[config.mk]
export PLATFORM = sky130hd
export DESIGN_NAME = reg_verifier
export DESIGN_NICKNAME = d
export VERILOG_FILES = /design/src/rtl/reg_verifier.sv
export SDC_FILE = /design/constraint.sdc
export NUM_CORES = 1
export LEC_CHECK = 0
export BUFFER_PORTS_ARGS = -buffer_cell sky130_fd_sc_hd__buf_2
export CORE_ASPECT_RATIO = 1.4
export CORE_MARGIN = 2
export CORE_UTILIZATION = 46
export CTS_CLUSTER_SIZE = 30
export DETAILED_ROUTE_END_ITERATION = 7
export PLACE_DENSITY = 0.78
export SETUP_SLACK_MARGIN = 0.2
export SLEW_MARGIN = 20
export SYNTH_ARGS = -nofsm -noshare
export SYNTH_HDL_FRONTEND = slang
export SYNTH_SLANG_ARGS = --single-unit
[constraint.sdc]
create_clock -name clock -period 2.8 [get_ports clock]
set_input_delay 0.14 -clock clock [delete_from_list [all_inputs] [get_ports clock]]
set_output_delay 0.14 -clock clock [all_outputs]
set_load 0.05 [all_outputs]
[src/rtl/reg_verifier.sv]
// Post-run register self-check: gates the processor for a programmed number of
// cycles, then sweeps the regfile through read port A against an expected-value ROM.
module reg_verifier #(
  parameter int unsigned DATA_WIDTH  = 32,
  parameter int unsigned NUM_REGS    = 32,
  parameter int unsigned ADDR_WIDTH  = 5,
  parameter int unsigned CYCLE_WIDTH = 16,
  parameter int unsigned ERR_WIDTH   = 8
) (
  input  logic                   clock,
  input  logic                   reset,
  input  logic                   start,
  input  logic [CYCLE_WIDTH-1:0] num_cycles,
  input  logic                   verify_en,
  input  logic [ADDR_WIDTH-1:0]  proc_rs1,
  output logic [ADDR_WIDTH-1:0]  rf_rs1,
  input  logic [DATA_WIDTH-1:0]  rf_dataA,
  output logic [ADDR_WIDTH-1:0]  exp_addr,
  input  logic [DATA_WIDTH-1:0]  exp_data,
  output logic                   run_en,
  output logic                   test_mode,
  output logic                   busy,
  output logic                   done,
  output logic                   pass,
  output logic [ERR_WIDTH-1:0]   error_count,
  output logic                   fail_valid,
  output logic [ADDR_WIDTH-1:0]  fail_reg,
  output logic                   chk_valid,
  output logic [ADDR_WIDTH-1:0]  chk_reg,
  output logic [DATA_WIDTH-1:0]  chk_actual,
  output logic [DATA_WIDTH-1:0]  chk_expected
);

  localparam int unsigned SCAN_WIDTH = ADDR_WIDTH + 1;
  localparam logic [SCAN_WIDTH-1:0] SCAN_LAST = SCAN_WIDTH'(NUM_REGS);
  localparam logic [ERR_WIDTH-1:0]  ERR_MAX   = '1;

  localparam logic [1:0] ST_IDLE = 2'd0;
  localparam logic [1:0] ST_RUN  = 2'd1;
  localparam logic [1:0] ST_SCAN = 2'd2;
  localparam logic [1:0] ST_DONE = 2'd3;

  logic [1:0]             state_q,      state_d;
  logic [CYCLE_WIDTH-1:0] cyc_q,        cyc_d;
  logic [CYCLE_WIDTH-1:0] ncyc_q,       ncyc_d;
  logic                   ver_q,        ver_d;
  logic [SCAN_WIDTH-1:0]  scan_q,       scan_d;
  logic                   stg_valid_q,  stg_valid_d;
  logic [ADDR_WIDTH-1:0]  stg_reg_q,    stg_reg_d;
  logic [DATA_WIDTH-1:0]  stg_data_q,   stg_data_d;
  logic [ERR_WIDTH-1:0]   err_q,        err_d;
  logic                   fail_valid_q, fail_valid_d;
  logic [ADDR_WIDTH-1:0]  fail_reg_q,   fail_reg_d;

  // State register
  always_ff @(posedge clock) begin
    if (reset) begin
      state_q      <= ST_IDLE;
      cyc_q        <= '0;
      ncyc_q       <= '0;
      ver_q        <= 1'b0;
      scan_q       <= '0;
      stg_valid_q  <= 1'b0;
      stg_reg_q    <= '0;
      stg_data_q   <= '0;
      err_q        <= '0;
      fail_valid_q <= 1'b0;
      fail_reg_q   <= '0;
    end else begin
      state_q      <= state_d;
      cyc_q        <= cyc_d;
      ncyc_q       <= ncyc_d;
      ver_q        <= ver_d;
      scan_q       <= scan_d;
      stg_valid_q  <= stg_valid_d;
      stg_reg_q    <= stg_reg_d;
      stg_data_q   <= stg_data_d;
      err_q        <= err_d;
      fail_valid_q <= fail_valid_d;
      fail_reg_q   <= fail_reg_d;
    end
  end

  // Next-state: sequencing plus the compare of the staged register against ROM data
  always_comb begin
    state_d      = state_q;
    cyc_d        = cyc_q;
    ncyc_d       = ncyc_q;
    ver_d        = ver_q;
    scan_d       = scan_q;
    stg_valid_d  = 1'b0;
    stg_reg_d    = stg_reg_q;
    stg_data_d   = stg_data_q;
    err_d        = err_q;
    fail_valid_d = fail_valid_q;
    fail_reg_d   = fail_reg_q;

    // Staged data is only valid during SCAN, so this never collides with the start clear
    if (stg_valid_q && ver_q && (exp_data != stg_data_q)) begin
      if (err_q != ERR_MAX) err_d = err_q + ERR_WIDTH'(1);
      if (!fail_valid_q) begin
        fail_valid_d = 1'b1;
        fail_reg_d   = stg_reg_q;
      end
    end

    case (state_q)
      ST_IDLE, ST_DONE: begin
        if (start) begin
          ncyc_d       = num_cycles;
          ver_d        = verify_en;
          err_d        = '0;
          fail_valid_d = 1'b0;
          fail_reg_d   = '0;
          cyc_d        = '0;
          scan_d       = '0;
          state_d      = (num_cycles == '0) ? ST_SCAN : ST_RUN;
        end
      end
      ST_RUN: begin
        if (cyc_q == ncyc_q - CYCLE_WIDTH'(1)) begin
          state_d = ST_SCAN;
          scan_d  = '0;
        end else begin
          cyc_d = cyc_q + CYCLE_WIDTH'(1);
        end
      end
      ST_SCAN: begin
        // Final SCAN cycle only drains the stage register
        if (scan_q == SCAN_LAST) begin
          state_d = ST_DONE;
        end else begin
          stg_valid_d = 1'b1;
          stg_reg_d   = ADDR_WIDTH'(scan_q);
          stg_data_d  = rf_dataA;
          scan_d      = scan_q + SCAN_WIDTH'(1);
        end
      end
      default: state_d = ST_IDLE;
    endcase
  end

  assign run_en       = (state_q == ST_RUN);
  assign test_mode    = (state_q == ST_SCAN);
  assign busy         = (state_q == ST_RUN) || (state_q == ST_SCAN);
  assign done         = (state_q == ST_DONE);
  assign pass         = done && ver_q && (err_q == '0);
  assign error_count  = err_q;
  assign fail_valid   = fail_valid_q;
  assign fail_reg     = fail_reg_q;

  assign rf_rs1       = test_mode ? ADDR_WIDTH'(scan_q) : proc_rs1;
  assign exp_addr     = test_mode ? ADDR_WIDTH'(scan_q) : '0;

  // ROM data arrives one cycle after its address, aligned with the staged regfile value
  assign chk_valid    = stg_valid_q;
  assign chk_reg      = stg_valid_q ? stg_reg_q : '0;
  assign chk_actual   = stg_valid_q ? stg_data_q : '0;
  assign chk_expected = (stg_valid_q && ver_q) ? exp_data : '0;

endmodule

==> results.md <==
- Skew final: 0.00874 ns
- Post-Synthesis Cells: 693
- Std cell rows: 46
- Die Y: 132 um
- Worst hold path depth: 3
- ANT nets after route: 0
- Cell Chain, Critical Path: or4_4 -> or3_1 -> a2111o_1 -> a221oi_2 -> o2111ai_4 -> buf_6 -> nand4_1 -> xor2_1 -> nor2_1
- Critical path depth in cells: 9
- Filler Cells Inserted: 1,024
- Global-route wire length before repair: 25,200 um
- Vias in the first global route: 5,104
- CP max stage cell: or4_4
- Failing checks: negative setup slack
- WP data arrival: 3.09 ns
- HP Class: input port to register
- Required @ worst endpoint: 3.03 ns
- Most flop-heavy register: stg_data_q
- Logic pwr share: 0.482
- Antenna violations before repair: 0
- Die Area: 12,500 sq um
- Warnings, synthesis: 0
- Area post-placement: 6470 sq um
- Peak supply drop: 0.749 mV
- CTS sink cnt: 93
- Total GRT Usage: 0.251
- Worst hold margin: 0.0341 ns
- Number of vias per cell: 5.46
- EDFF count, synth: 0
- P_leak: 0.00322 uW
- Int Pwr: 3360 uW
- Gp weighted congestion: 0.872
- Total power: 5810 uW
- Wire length per cell: 16.1 um
- Met3 wire len: 941 um
- Pins Over Slew Limit: 0
- Buffers on Ports: 187
- Mapped Nets: 791
- Reg area: 1870 sq um
- Top layer in use: met4
- Minimum clock period: 2.86 ns
- CTS Buffer Depth: 2
- Cell area after layout: 7120 sq um
- Outcome: finished, violations left
- Area grow syn2layout: 33.2%
- Sum of buffers and inverters on the critical path: 1
- Worst Max-Slew Pin Slew: 0.604 ns
- Grt ovf: 0
- CTS H-Tree Depth: 3
- Distinct cells, synth: 54
- Synth area leader: dfxtp_1
- Final WL: 16,800 um
- Drt pass-1 iters: 6
- PD cells: 816 nW/um^2
- Max reg flops: 32
- Inserted Diodes: 0
- Max Fclk: 350 MHz
- Setup ws final: -0.0584 ns
- Drt drc: 0
- Final hold vios: 0
- Unrepaired setup endpoints after global routing: true
- Final Cycle Share: 1.02
- CTS tree: yes
- Root Buffer: clkbuf_16
- Clk slew on worst S/H paths: 0.07 ns
- Core region area: 11,300 sq um
- Iter 0 DRT Violations: 259
- FF-to-FF path depth: 9
- Setup violators final: 8
- Sequential area share after synthesis: 0.348
- Synthesized area: 5340 sq um
- Final Core Density: 0.628
- Worst-Skew Late Latency: 0.34 ns
- Num CTS Buffers: 9
- Via count: 5,669
- Layout Nets: 987
- Io pins: 188
- Sum Neg Setup Slack: -0.222 ns
- Met1 WL: 6290 um
- Worst Path Class, Setup: register to register
- Clock Power Share: 0.233
- DPL Wire Length: 11,600 um
- Crit path max fanout: 6
- Synth async-reset ratio: 0
- Max_slew headroom: 0.597
- Top FF cell, synth: dfxtp_1
- Reg power frac: 0.285
- Max-cap violation count: 0
- Worst path max stage delay: 0.54 ns
- CP endpoint kind: register
- DIE WIDTH: 95.1 um
- Largest net degree at the start of global routing: 71
- Largest regs: stg_data_q (32), cyc_q (16), ncyc_q (16)
- Initial Util: 0.471
- #FFs+latches synth: 93
- Share of post-route cells with drive strength above 1: 0.334
- Type of origin of the critical path: register
- Met2 wire length: 8760 um
- Sw frac: 0.422
- Multi-input logic area: 3420 sq um
- Leading post-synthesis cells by cell area: dfxtp_1, nand2_1, xnor2_1
- CP delay by family, top: simple AND/OR/NAND/NOR gates
- Top-count cell post-synth: nand2_1
- Post-synth top cells: nand2_1, dfxtp_1, a21oi_1
- Share of the synthesized area in the top cell type: 0.348
- Mapped Avg Cell Area: 7.71 sq um
- Sw Pwr: 2450 uW
==> placed cells by master (no fill, tap or decap), types with 3 or more instances in the layout <==
| cell | count |
|---|---|
| nor4_4 | 4 |
| nor2b_1 | 5 |
| a31oi_1 | 3 |
| nand4_1 | 18 |
| o32ai_2 | 3 |
| nor4_1 | 9 |
| buf_4 | 31 |
| o31ai_1 | 4 |
| xor2_1 | 16 |
| nand2b_1 | 4 |
| dfxtp_1 | 89 |
| or4_2 | 4 |
| and2_1 | 41 |
| and3_1 | 41 |
| or2_2 | 5 |
| a311oi_1 | 5 |
| buf_6 | 5 |
| nand2_2 | 6 |
| clkinv_4 | 3 |
| nand4b_1 | 3 |
| o21a_1 | 4 |
| o21ai_0 | 6 |
| clkbuf_16 | 9 |
| nand3_1 | 9 |
| ha_1 | 8 |
| nor2_1 | 30 |
| a31o_2 | 3 |
| nand2_1 | 135 |
| buf_2 | 187 |
| mux2i_1 | 9 |
| a21oi_1 | 67 |
| xnor2_1 | 45 |
| o21ai_2 | 3 |
| inv_1 | 22 |
| or4_4 | 3 |
| nor3_1 | 8 |
==> power by group through the flow <==
stage / logic [uW] / clock network, uW / registers, uW
after detailed placement: 2240 / 0 / 1670
after floorplan: 1690 / 0 / 1650
after global routing: 3000 / 1440 / 1680
after CTS: 2370 / 1370 / 1640
final: 2800 / 1360 / 1650
after global placement: 2210 / 0 / 1660
==> cell type report <==
class | instances | area share
clock inverters | 6 | 0.0134
flip-flops and latches | 93 | 0.263
multi-input cells | 540 | 0.481
clock buffers | 10 | 0.0336
well taps | 144 | 0.0253
inverters | 22 | 0.0116
repair buffers | 223 | 0.172
==> timing repair <==
item / CTS / global route
gates resized for setup: 13 / 33
setup buffers: 5 / 9
hold buffers: 0 / 0
pin swaps: 9 / 15
cloned: 2 / 1
endpoints found under the setup margin: 24 / 24
==> logic make-up after synthesis <==
family | count (synthesis) | synth area share
flops | 93 | 0.348
buf+inv | 63 | 0.0485
simple gates | 343 | 0.330
xor+xnor | 61 | 0.100
mux | 11 | 0.0211
fa+ha+maj | 9 | 0.0211
compound gates | 113 | 0.131
==> routing by layer <==
| metal | GRT usage | vias up |
|---|---|---|
| li1 | - | 2777 |
| met1 | 0.281 | 2600 |
| met2 | 0.451 | 232 |
| met3 | 0.0533 | 60 |
| met4 | 0.0950 | 0 |
| met5 | 0 | - |
==> path summary, 6_finish.rpt <==
path / startpoint / to / slack (ns)
worst min register to register: stg_reg_q[1]$_SDFFE_PP0P_ / stg_reg_q[1]$_SDFFE_PP0P_ / 0.47
worst max-delay path: ncyc_q[10]$_SDFFE_PP0P_ / cyc_q[6]$_SDFFE_PP0P_ / -0.06
worst max register to register: ncyc_q[10]$_SDFFE_PP0P_ / cyc_q[6]$_SDFFE_PP0P_ / -0.06
worst min-delay path: rf_dataA[20] / stg_data_q[20]$_SDFFE_PP0P_ / 0.03
==> stage by stage <==
| stage | setup WS (ns) | std cells |
|---|---|---|
| final | -0.0584 | 1038 |
| after global routing | -0.0867 | 1038 |
| after CTS | 0.0401 | 1028 |
| after detailed placement | -0.0999 | 1005 |
| after global placement | 0.0231 | 1005 |
| after floorplan | 0.168 | 693 |
==> tightest hold or removal path: stages <==
cell and delay (ns):
buf_2 0.09, nand2_1 0.04, a21oi_1 0.05
(Power assumes the default switching activity.)
